File: config.mk
export PLATFORM = sky130hd
export DESIGN_NAME = amo_unit
export DESIGN_NICKNAME = d
export VERILOG_FILES = /design/src/rtl/riscv_pkg.sv /design/src/rtl/amo_alu.sv /design/src/rtl/amo_unit.sv
export SDC_FILE = /design/constraint.sdc
export NUM_CORES = 1
export LEC_CHECK = 0
export CORE_MARGIN = 3
export CORE_UTILIZATION = 51
export DETAILED_ROUTE_END_ITERATION = 8
export PLACE_DENSITY = 0.82
export SLEW_MARGIN = 20
export SYNTH_ARGS = -nofsm -noshare
export SYNTH_HDL_FRONTEND = slang
export SYNTH_SLANG_ARGS = --single-unit
export TNS_END_PERCENT = 5
File: constraint.sdc
create_clock -name i_clk -period 3.9 [get_ports i_clk]
set_input_delay 0.39 -clock i_clk [delete_from_list [all_inputs] [get_ports i_clk]]
set_output_delay 0.39 -clock i_clk [all_outputs]
set_load 0.02 [all_outputs]
File: src/rtl/riscv_pkg.sv
// rtl/riscv_pkg.sv - shared AMO encodings, FSM states and latency for amo_unit
package riscv_pkg;

  localparam int AMO_LATENCY = 3;

  typedef enum logic [4:0] {
    AMO_ADD  = 5'b00000,
    AMO_SWAP = 5'b00001,
    AMO_XOR  = 5'b00100,
    AMO_OR   = 5'b01000,
    AMO_AND  = 5'b01100,
    AMO_MIN  = 5'b10000,
    AMO_MAX  = 5'b10100,
    AMO_MINU = 5'b11000,
    AMO_MAXU = 5'b11100
  } amo_funct5_e;

  typedef enum logic [1:0] {
    IDLE,
    READ,
    CAPTURE,
    WRITE
  } amo_state_e;

  // Reserved encodings still return the old value but must not modify memory
  function automatic logic amo_funct5_writes(input logic [4:0] funct5);
    case (funct5)
      AMO_ADD, AMO_SWAP, AMO_XOR, AMO_OR, AMO_AND,
      AMO_MIN, AMO_MAX, AMO_MINU, AMO_MAXU: return 1'b1;
      default:                              return 1'b0;
    endcase
  endfunction

endpackage

File: src/rtl/amo_alu.sv
// rtl/amo_alu.sv - combinational new-value function for RV32A read-modify-write atomics
module amo_alu
  import riscv_pkg::*;
#(
  parameter int XLEN = 32
) (
  input  logic [4:0]      i_funct5,
  input  logic [XLEN-1:0] i_old,
  input  logic [XLEN-1:0] i_rs2,
  output logic [XLEN-1:0] o_new
);

  logic w_lt_signed;
  logic w_lt_unsigned;

  assign w_lt_signed   = $signed(i_old) < $signed(i_rs2);
  assign w_lt_unsigned = i_old < i_rs2;

  always_comb begin
    o_new = i_old;
    case (i_funct5)
      AMO_ADD:  o_new = i_old + i_rs2;
      AMO_SWAP: o_new = i_rs2;
      AMO_XOR:  o_new = i_old ^ i_rs2;
      AMO_OR:   o_new = i_old | i_rs2;
      AMO_AND:  o_new = i_old & i_rs2;
      AMO_MIN:  o_new = w_lt_signed   ? i_old : i_rs2;
      AMO_MAX:  o_new = w_lt_signed   ? i_rs2 : i_old;
      AMO_MINU: o_new = w_lt_unsigned ? i_old : i_rs2;
      AMO_MAXU: o_new = w_lt_unsigned ? i_rs2 : i_old;
      default:  o_new = i_old;
    endcase
  end

endmodule

File: src/rtl/amo_unit.sv
// rtl/amo_unit.sv - RV32A AMO sequencer against a 1-cycle BRAM, stalls the pipeline while busy
// Optional LR/SC reservation tracking: define FROST_AMO_LR_RESERVATION_EN
module amo_unit
  import riscv_pkg::*;
#(
  parameter int XLEN = 32
) (
  input  logic            i_clk,
  input  logic            i_rst_n,
  input  logic            i_amo_start,
  input  logic [4:0]      i_amo_funct5,
  input  logic [XLEN-1:0] i_addr,
  input  logic [XLEN-1:0] i_rs2_data,
  input  logic [XLEN-1:0] i_mem_rd_data,
  output logic [XLEN-1:0] o_mem_addr,
  output logic            o_mem_rd_en,
  output logic [3:0]      o_mem_wr_en,
  output logic [XLEN-1:0] o_mem_wr_data,
  output logic            o_stall_req,
  output logic [XLEN-1:0] o_amo_result,
  output logic            o_amo_write_enable,
  output logic            o_misaligned,
  input  logic            i_lr_valid,
  input  logic            i_sc_valid,
  input  logic            i_store_snoop_valid,
  input  logic [XLEN-1:0] i_store_snoop_addr,
  output logic            o_sc_success
);

  amo_state_e      r_state;
  amo_state_e      w_next_state;
  logic [4:0]      r_funct5;
  logic [XLEN-1:0] r_addr;
  logic [XLEN-1:0] r_rs2;
  logic [XLEN-1:0] r_old;
  logic [XLEN-1:0] r_new;
  logic            r_misaligned;
  logic [XLEN-1:0] w_alu_new;
  logic            w_start;
  logic            w_aligned;

  assign w_start   = (r_state == IDLE) & i_amo_start;
  assign w_aligned = (i_addr[1:0] == 2'b00);

  amo_alu #(.XLEN(XLEN)) u_amo_alu (
    .i_funct5 (r_funct5),
    .i_old    (i_mem_rd_data),
    .i_rs2    (r_rs2),
    .o_new    (w_alu_new)
  );

  always_ff @(posedge i_clk or negedge i_rst_n) begin
    if (!i_rst_n) begin
      r_state <= IDLE;
    end else begin
      r_state <= w_next_state;
    end
  end

  always_ff @(posedge i_clk or negedge i_rst_n) begin
    if (!i_rst_n) begin
      r_funct5     <= 5'd0;
      r_addr       <= '0;
      r_rs2        <= '0;
      r_old        <= '0;
      r_new        <= '0;
      r_misaligned <= 1'b0;
    end else begin
      r_misaligned <= w_start & ~w_aligned;
      if (w_start) begin
        r_funct5 <= i_amo_funct5;
        r_addr   <= i_addr;
        r_rs2    <= i_rs2_data;
      end
      if (r_state == CAPTURE) begin
        r_old <= i_mem_rd_data;
        r_new <= w_alu_new;
      end
    end
  end

  always_comb begin
    w_next_state       = r_state;
    o_mem_rd_en        = 1'b0;
    o_mem_wr_en        = 4'h0;
    o_amo_write_enable = 1'b0;
    o_stall_req        = 1'b0;
    case (r_state)
      IDLE: begin
        if (i_amo_start) begin
          o_stall_req = 1'b1;
          if (w_aligned) w_next_state = READ;
        end
      end
      READ: begin
        o_mem_rd_en  = 1'b1;
        o_stall_req  = 1'b1;
        w_next_state = CAPTURE;
      end
      CAPTURE: begin
        o_stall_req  = 1'b1;
        w_next_state = WRITE;
      end
      WRITE: begin
        o_stall_req        = 1'b1;
        o_amo_write_enable = 1'b1;
        o_mem_wr_en        = amo_funct5_writes(r_funct5) ? 4'hF : 4'h0;
        w_next_state       = IDLE;
      end
      default: w_next_state = IDLE;
    endcase
  end

  assign o_mem_addr    = r_addr;
  assign o_mem_wr_data = r_new;
  assign o_amo_result  = r_old;
  assign o_misaligned  = r_misaligned;

`ifdef FROST_AMO_LR_RESERVATION_EN
  logic            r_resv_valid;
  logic [XLEN-3:0] r_resv_word;
  logic            w_resv_clear;
  logic            w_unused_snoop_low;

  assign w_resv_clear = i_sc_valid
                      | ((r_state == WRITE) & (r_addr[XLEN-1:2] == r_resv_word))
                      | (i_store_snoop_valid & (i_store_snoop_addr[XLEN-1:2] == r_resv_word));

  // A new LR takes priority over any clearing event in the same cycle
  always_ff @(posedge i_clk or negedge i_rst_n) begin
    if (!i_rst_n) begin
      r_resv_valid <= 1'b0;
      r_resv_word  <= '0;
    end else if (i_lr_valid) begin
      r_resv_valid <= 1'b1;
      r_resv_word  <= i_addr[XLEN-1:2];
    end else if (w_resv_clear) begin
      r_resv_valid <= 1'b0;
    end
  end

  assign o_sc_success       = r_resv_valid & (i_addr[XLEN-1:2] == r_resv_word);
  assign w_unused_snoop_low = ^i_store_snoop_addr[1:0];
`else
  logic w_unused_resv_inputs;

  // Single-hart, interrupt-free builds: SC.W always succeeds
  assign o_sc_success         = 1'b1;
  assign w_unused_resv_inputs = ^{i_lr_valid, i_sc_valid, i_store_snoop_valid, i_store_snoop_addr};
`endif

endmodule

# Yosys cells after proc, flatten, opt, wreduce, memory -nomap -nowiden
# Memories as Yosys holds them, arrays and structs flattened.
# Cells that the tools add are included.
# totals
register_bits,136
input_bits,139
wordCells,50
rom_bits,32
latch_bits,0
memories,1
output_inout_bits,105
mem_bits_rw,0
# op_classes
shifts,0
n_reduce_logical,5
n_bitwise,6
mux,15
n_addsub,1
n_mul,0
n_eq_ne,13
n_lt_le_gt_ge,2
div_mod_pow,0
# memory_table
name,depth,width,read_ports,rd_clocked_by_memory_dff,wr,line_no,source
(name not given),32,1,1,0,0,riscv_pkg.sv:27,case (funct5)
# ops
op,count
$pmux 32 s9,1
$mux 32,4
$lt 32x32->1,2
$add 32x32->32,1
$and 32x32->32,1
$or 32x32->32,1
$xor 32x32->32,1
$eq 5x5->1 const B,4
$eq 5x4->1 const B,2
$mux 4,2
$pmux 2 s4,1
$eq 5x1->1 const B,1
$eq 5x3->1 const B,1
$logic_not 5->1,1
$eq 2x2->1 const B,2
$logic_not 2->1,2
$mux 1,4
$mux 2,2
$ne 2x2->1 const B,2
$reduce_or 3->1,1
$and 1x1->1,2
$eq 2x1->1 const B,1
$pmux 1 s2,1
$reduce_and 2->1,1
$not 1->1,1

# Depth between registers and ports, before layout
# Gate-level depths: netlist of the first run.
# depth
depth_word,4
mapped_depth,15
mapped_depth_nobuf,12

# By module
# A second synthesis of the first run with hierarchy kept.
# hier_totals
hier_cells,963
area_unflattened_um2,9605.5
# by_module_without_submodules
module,seq_area_each_um2,cells_per_inst,instances,area_each_um2
amo_unit,3403.3,306,1,5203.7
amo_alu,0.0,657,1,4401.7

# Least setup slack after synthesis of the first run
# OpenSTA, ideal clock, no wires.
# synth_timing
kind,register -> register
from,reg r_rs2[21]
to,"reg r_new[21], in the netlist o_mem_wr_data[21]"
setup_time_ns,0.119
stages_incl_launch_ff,15
arrival_ns,3.134
n_path_buf,2
slack_ns,0.647
t_required_ns,3.780
synth_period_minus_slack_ns,3.253
cell_sequence,dfrtp_1 > inv_1 > ha_1 > buf_6 > nand2b_1 > a221oi_1 > or4_4 > a31oi_4 > mux2_4 > and3_1 > a211o_4 > buf_6 > a221o_1 > a21oi_1 > nor2_1
# synth_via
elab_chain_cells,3
word_cells_on_any_way,11
cone_classes,add/sub: 1; order compare: 2; mux: 5; bitwise: 3
# synth_rtl
element,line_no,source
start: declaration,amo_unit.sv:34,logic [XLEN-1:0] r_rs2;
start signal: assignment,amo_unit.sv:73,r_rs2 <= i_rs2_data;
$lt 32x32->1 (on tied branches),"amo_alu.sv:17, amo_alu.sv:16",
$mux 32 (on tied branches),-,
$pmux 32 s9 (*),amo_alu.sv:21,case (i_funct5)
end signal: assignment,amo_unit.sv:77,r_new <= w_alu_new;
end: declaration,amo_unit.sv:36,logic [XLEN-1:0] r_new;
# Mark *: on every way between the ends. The rest lies on a longest branch, timed or not.
# A chain may end at the register's enable or synchronous reset.

# Worst setup path in the final report of the first run
# layout_timing
from,in i_mem_rd_data[10]
to,"reg r_new[27], in the netlist o_mem_wr_data[27]"
# layout_via
elab_chain_cells,3
word_cells_on_any_way,8
cone_classes,add/sub: 1; order compare: 2; mux: 5
# layout_rtl
element,line_no,source
start: declaration,amo_unit.sv:14,"input logic [XLEN-1:0] i_mem_rd_data,"
$lt 32x32->1 (on tied branches),"amo_alu.sv:17, amo_alu.sv:16",
$mux 32 (on tied branches),-,
$pmux 32 s9 (*),amo_alu.sv:21,
# Marked as above.

==> results of run 1 <==
-- registers in the layout, summed over array words and instances, names as in the netlist --
register and count:
r_funct5 5, o_mem_wr_data 32, o_amo_result 32, o_misaligned 1, r_state 2, o_mem_addr 32
r_rs2 32
-- through the flow --
| step | TNS [ps] | setup WS, ps | util, % |
|---|---|---|---|
| floorplan | 0 | 646.5 | - |
| global placement | -2255 | -143.8 | 67.87 |
| detailed placement | -3302 | -207.3 | 67.87 |
| CTS | 0 | 187.9 | 70.90 |
| global route | 0 | 86.86 | 70.93 |
| finish | 0 | 225.1 | 70.93 |
-- synth_stat cells (7+ instances only) --
cell	number
o22ai_1	14
xor2_1	8
a221o_1	16
ha_1	101
clkbuf_1	27
o21ai_0	43
o211ai_1	15
buf_2	9
nand3_1	11
nand2b_1	8
and2_1	7
nand2_1	60
a21o_1	7
buf_6	14
o21bai_1	7
dfrtp_1	136
inv_1	91
buf_1	12
a221oi_1	25
nor2_1	79
a21oi_1	103
xnor2_1	16
nor3_1	13
mux2_2	101
-- worst reg2reg max path: cells and delay by family, from the launching register on --
| family | cells | cell delay, ps |
|---|---|---|
| compound gates | 5 | 1130 |
| simple gates | 4 | 760 |
| buf+inv | 5 | 730 |
| flops | 1 | 410 |
| fa+ha+maj | 1 | 360 |
| xor+xnor | 1 | 140 |
-- kinds of logic after synthesis --
logic type / share of synthesized area [%]
xor gates and xnor gates: 2.318
AOI/OAI and AO/OA: 19.62
and+or+nand+nor: 10.14
adders and majority gates: 13.14
buffers and inverters: 7.618
DFF: 34.83
other: 0.03838
muxes: 12.30
-- power breakdown --
group	internal (mW)	leakage, nW	switching [mW]	total [mW]
sequential	2.15	1.60	0.580	2.73
clock	0.839	0.268	0.706	1.54
combinational	3.38	4.01	3.92	7.30
-- what timing repair did --
action,4_1_cts,5_1_grt
setup endpoints to repair,0,1
gates resized for setup,0,1
endpoints found under the hold margin,0,0
-- path summary, 6_finish.rpt --
check,startpoint,to,slack (ps)
min in group i_clk,o_mem_wr_data[13]$_DFFE_PN0P_,o_mem_wr_data[13]$_DFFE_PN0P_,500
worst min-delay path,i_rst_n,o_mem_addr[8]$_DFFE_PN0P_,90
worst max-delay path,i_mem_rd_data[10],o_mem_wr_data[27]$_DFFE_PN0P_,230
max in group asynchronous,i_rst_n,o_mem_wr_data[22]$_DFFE_PN0P_,2980
worst max register to register,r_rs2[10]$_DFFE_PN0P_,o_mem_wr_data[27]$_DFFE_PN0P_,240
worst min register to register,o_mem_wr_data[13]$_DFFE_PN0P_,o_mem_wr_data[13]$_DFFE_PN0P_,500
-- area by class of cell --
| class | count | share of cell area, % |
|---|---|---|
| sequential | 136 | 26.10 |
| timing repair buffer | 301 | 21.49 |
| tap | 229 | 2.196 |
| clock inverter | 14 | 0.9782 |
| clock buffer | 18 | 3.290 |
| multi-input combinational | 734 | 43.24 |
| inverter | 94 | 2.705 |
-- per-layer routing --
metal / wire, um / global-route usage (%) / part of all wire (%) / vias to the layer above
li1: - / - / - / 4165
met1: 12170 / 36.85 / 41 / 4360
met2: 13620 / 46.38 / 46 / 488
met3: 3236 / 9.226 / 11 / 69
met4: 670 / 8.591 / 2.3 / 0
met5: 0 / 0 / 0 / -
==> impl_metrics.env, run 1 <==
export IMPL_cp_end_kind="register"
export IMPL_p_leak_nw=5.874
export IMPL_clock_sinks=136
export IMPL_reg2reg_depth=16
export IMPL_min_path_type="input port to asynchronous set/reset pin"
export IMPL_path_clk_slew_ps=70
export IMPL_vias_per_cell=5.952
export IMPL_multi_input_area_sq_mm=0.005642
export IMPL_max_slew_margin_pct=27.12
export IMPL_synth_avg_cell_area_sq_um=9.469
export IMPL_place_area_sq_mm=0.01248
export IMPL_setup_worst_path_class="input port to register"
export IMPL_grt_max_degree=105
export IMPL_hold_slack_ps=86.42
export IMPL_synth_seq_area_share_pct=34.83
export IMPL_cts_tree="yes"
export IMPL_ios=244
export IMPL_clockBufferDepth=2
export IMPL_synth_seq_cells=136
export IMPL_die_area_sq_mm=0.02086
export IMPL_post_route_period_util_pct=94.23
export IMPL_worst_path_buf_inv=6
export IMPL_final_cell_mix="clkdlybuf4s50_1, dfrtp_1, a21oi_1"
export IMPL_ys_flop_type="dfrtp_1"
export IMPL_ant_nets=0
export IMPL_htreeDepth=4
export IMPL_max_slew_worst_pin_slew_ps=1093
export IMPL_grt_pass1_vias=8973
export IMPL_synth_enable_flop_cells=0
export IMPL_dieHeight_um=144.4
export IMPL_cp_max_fo=16
export IMPL_routed_wl_um=29700
export IMPL_grt_usage_pct=28.66
export IMPL_drtIter0Drc=1058
export IMPL_num_vias=9082
export IMPL_register_area_sq_mm=0.003405
export IMPL_fin_cells=1526
export IMPL_worstSetupStartpointType="input port"
export IMPL_worst_ep_arrival_time_ps=3980
export IMPL_synthTopCellsByArea="dfrtp_1, ha_1, mux2_2"
export IMPL_peakVddDrop_mv=0.5403
export IMPL_p_total_mw=11.58
export IMPL_cts_root_buf="clkbuf_16"
export IMPL_synth_top_cell_area_share_pct=34.83
export IMPL_drc=0
export IMPL_final_area_sq_mm=0.01305
export IMPL_synthArstFlopShare_pct=100.0
export IMPL_coreArea_sq_mm=0.01839
export IMPL_period_minus_slack_ps=3675
export IMPL_syn_nets=1273
export IMPL_path_cells="clkdlybuf4s50_1, inv_1, ha_1, nor4_2, nand2_1, a21oi_1, a2111oi_2, buf_4, o211ai_1, buf_4, nand2_2, buf_4, xor2_2, and2_1, buf_12, a221oi_1, a21oi_1"
export IMPL_clock_skew_ps=14.03
export IMPL_rows=49
export IMPL_cp_slowest_cell="clkdlybuf4s50_1"
export IMPL_cts_hold_buffers_added=0
export IMPL_diodes=0
export IMPL_layout_commonest_cell="clkdlybuf4s50_1"
export IMPL_gp_congestion=0.9329
export IMPL_die_x_um=144.4
export IMPL_nFillCells=1375
export IMPL_grt_pass1_wl_um=47060
export IMPL_placed_cells_incl_taps=1494
export IMPL_cp_common_cell="buf_4"
export IMPL_final_nets=1525
export IMPL_cts_buffers=17
export IMPL_post_synth_top_area_cell="dfrtp_1"
export IMPL_final_hold_viol_count=0
export IMPL_cts_repair_timing_setup_buffer_count=0
export IMPL_max_freq_mhz=272.1
export IMPL_cap_violations=0
export IMPL_yosysUniqueCellTypes=76
export IMPL_io_buffers=207
export IMPL_drive_gt1_share_pct=19.35
export IMPL_clk_latency_ps=430
export IMPL_grt_ovfl_total=0
export IMPL_area_growth_synth_to_final_pct=33.51
export IMPL_hpwl_um=21150
export IMPL_power_per_cell_area_mw_per_mm2=887.5
export IMPL_synth_cells=1032
export IMPL_firstDrtPassIters=5
export IMPL_critical_path_required_ps=4200
export IMPL_finalSetupViolCount=0
export IMPL_post_drt_wl_per_cell_um=19.46
export IMPL_yosysWarnings=0
export IMPL_rsz0062_at_grt="no"
export IMPL_cp_top_family="buffers and inverters"
export IMPL_maxSlewViolCount=0
export IMPL_max_stage_delay_ps=490
export IMPL_outcome="finished clean"
export IMPL_syn_area_sq_mm=0.009772
export IMPL_start_util_pct=53.13
export IMPL_worstSetupPathDepth=17
export IMPL_grt_antenna_before_repair=0
No activity file was read; power rests on OpenSTA's default activity.
==> run 2: changes to the inputs <==
Settings changed: SKIP_CTS_REPAIR_TIMING set to 1.
==> results of run 2 <==
No change in the layout: final DEF, timing and power equal those of run 1.
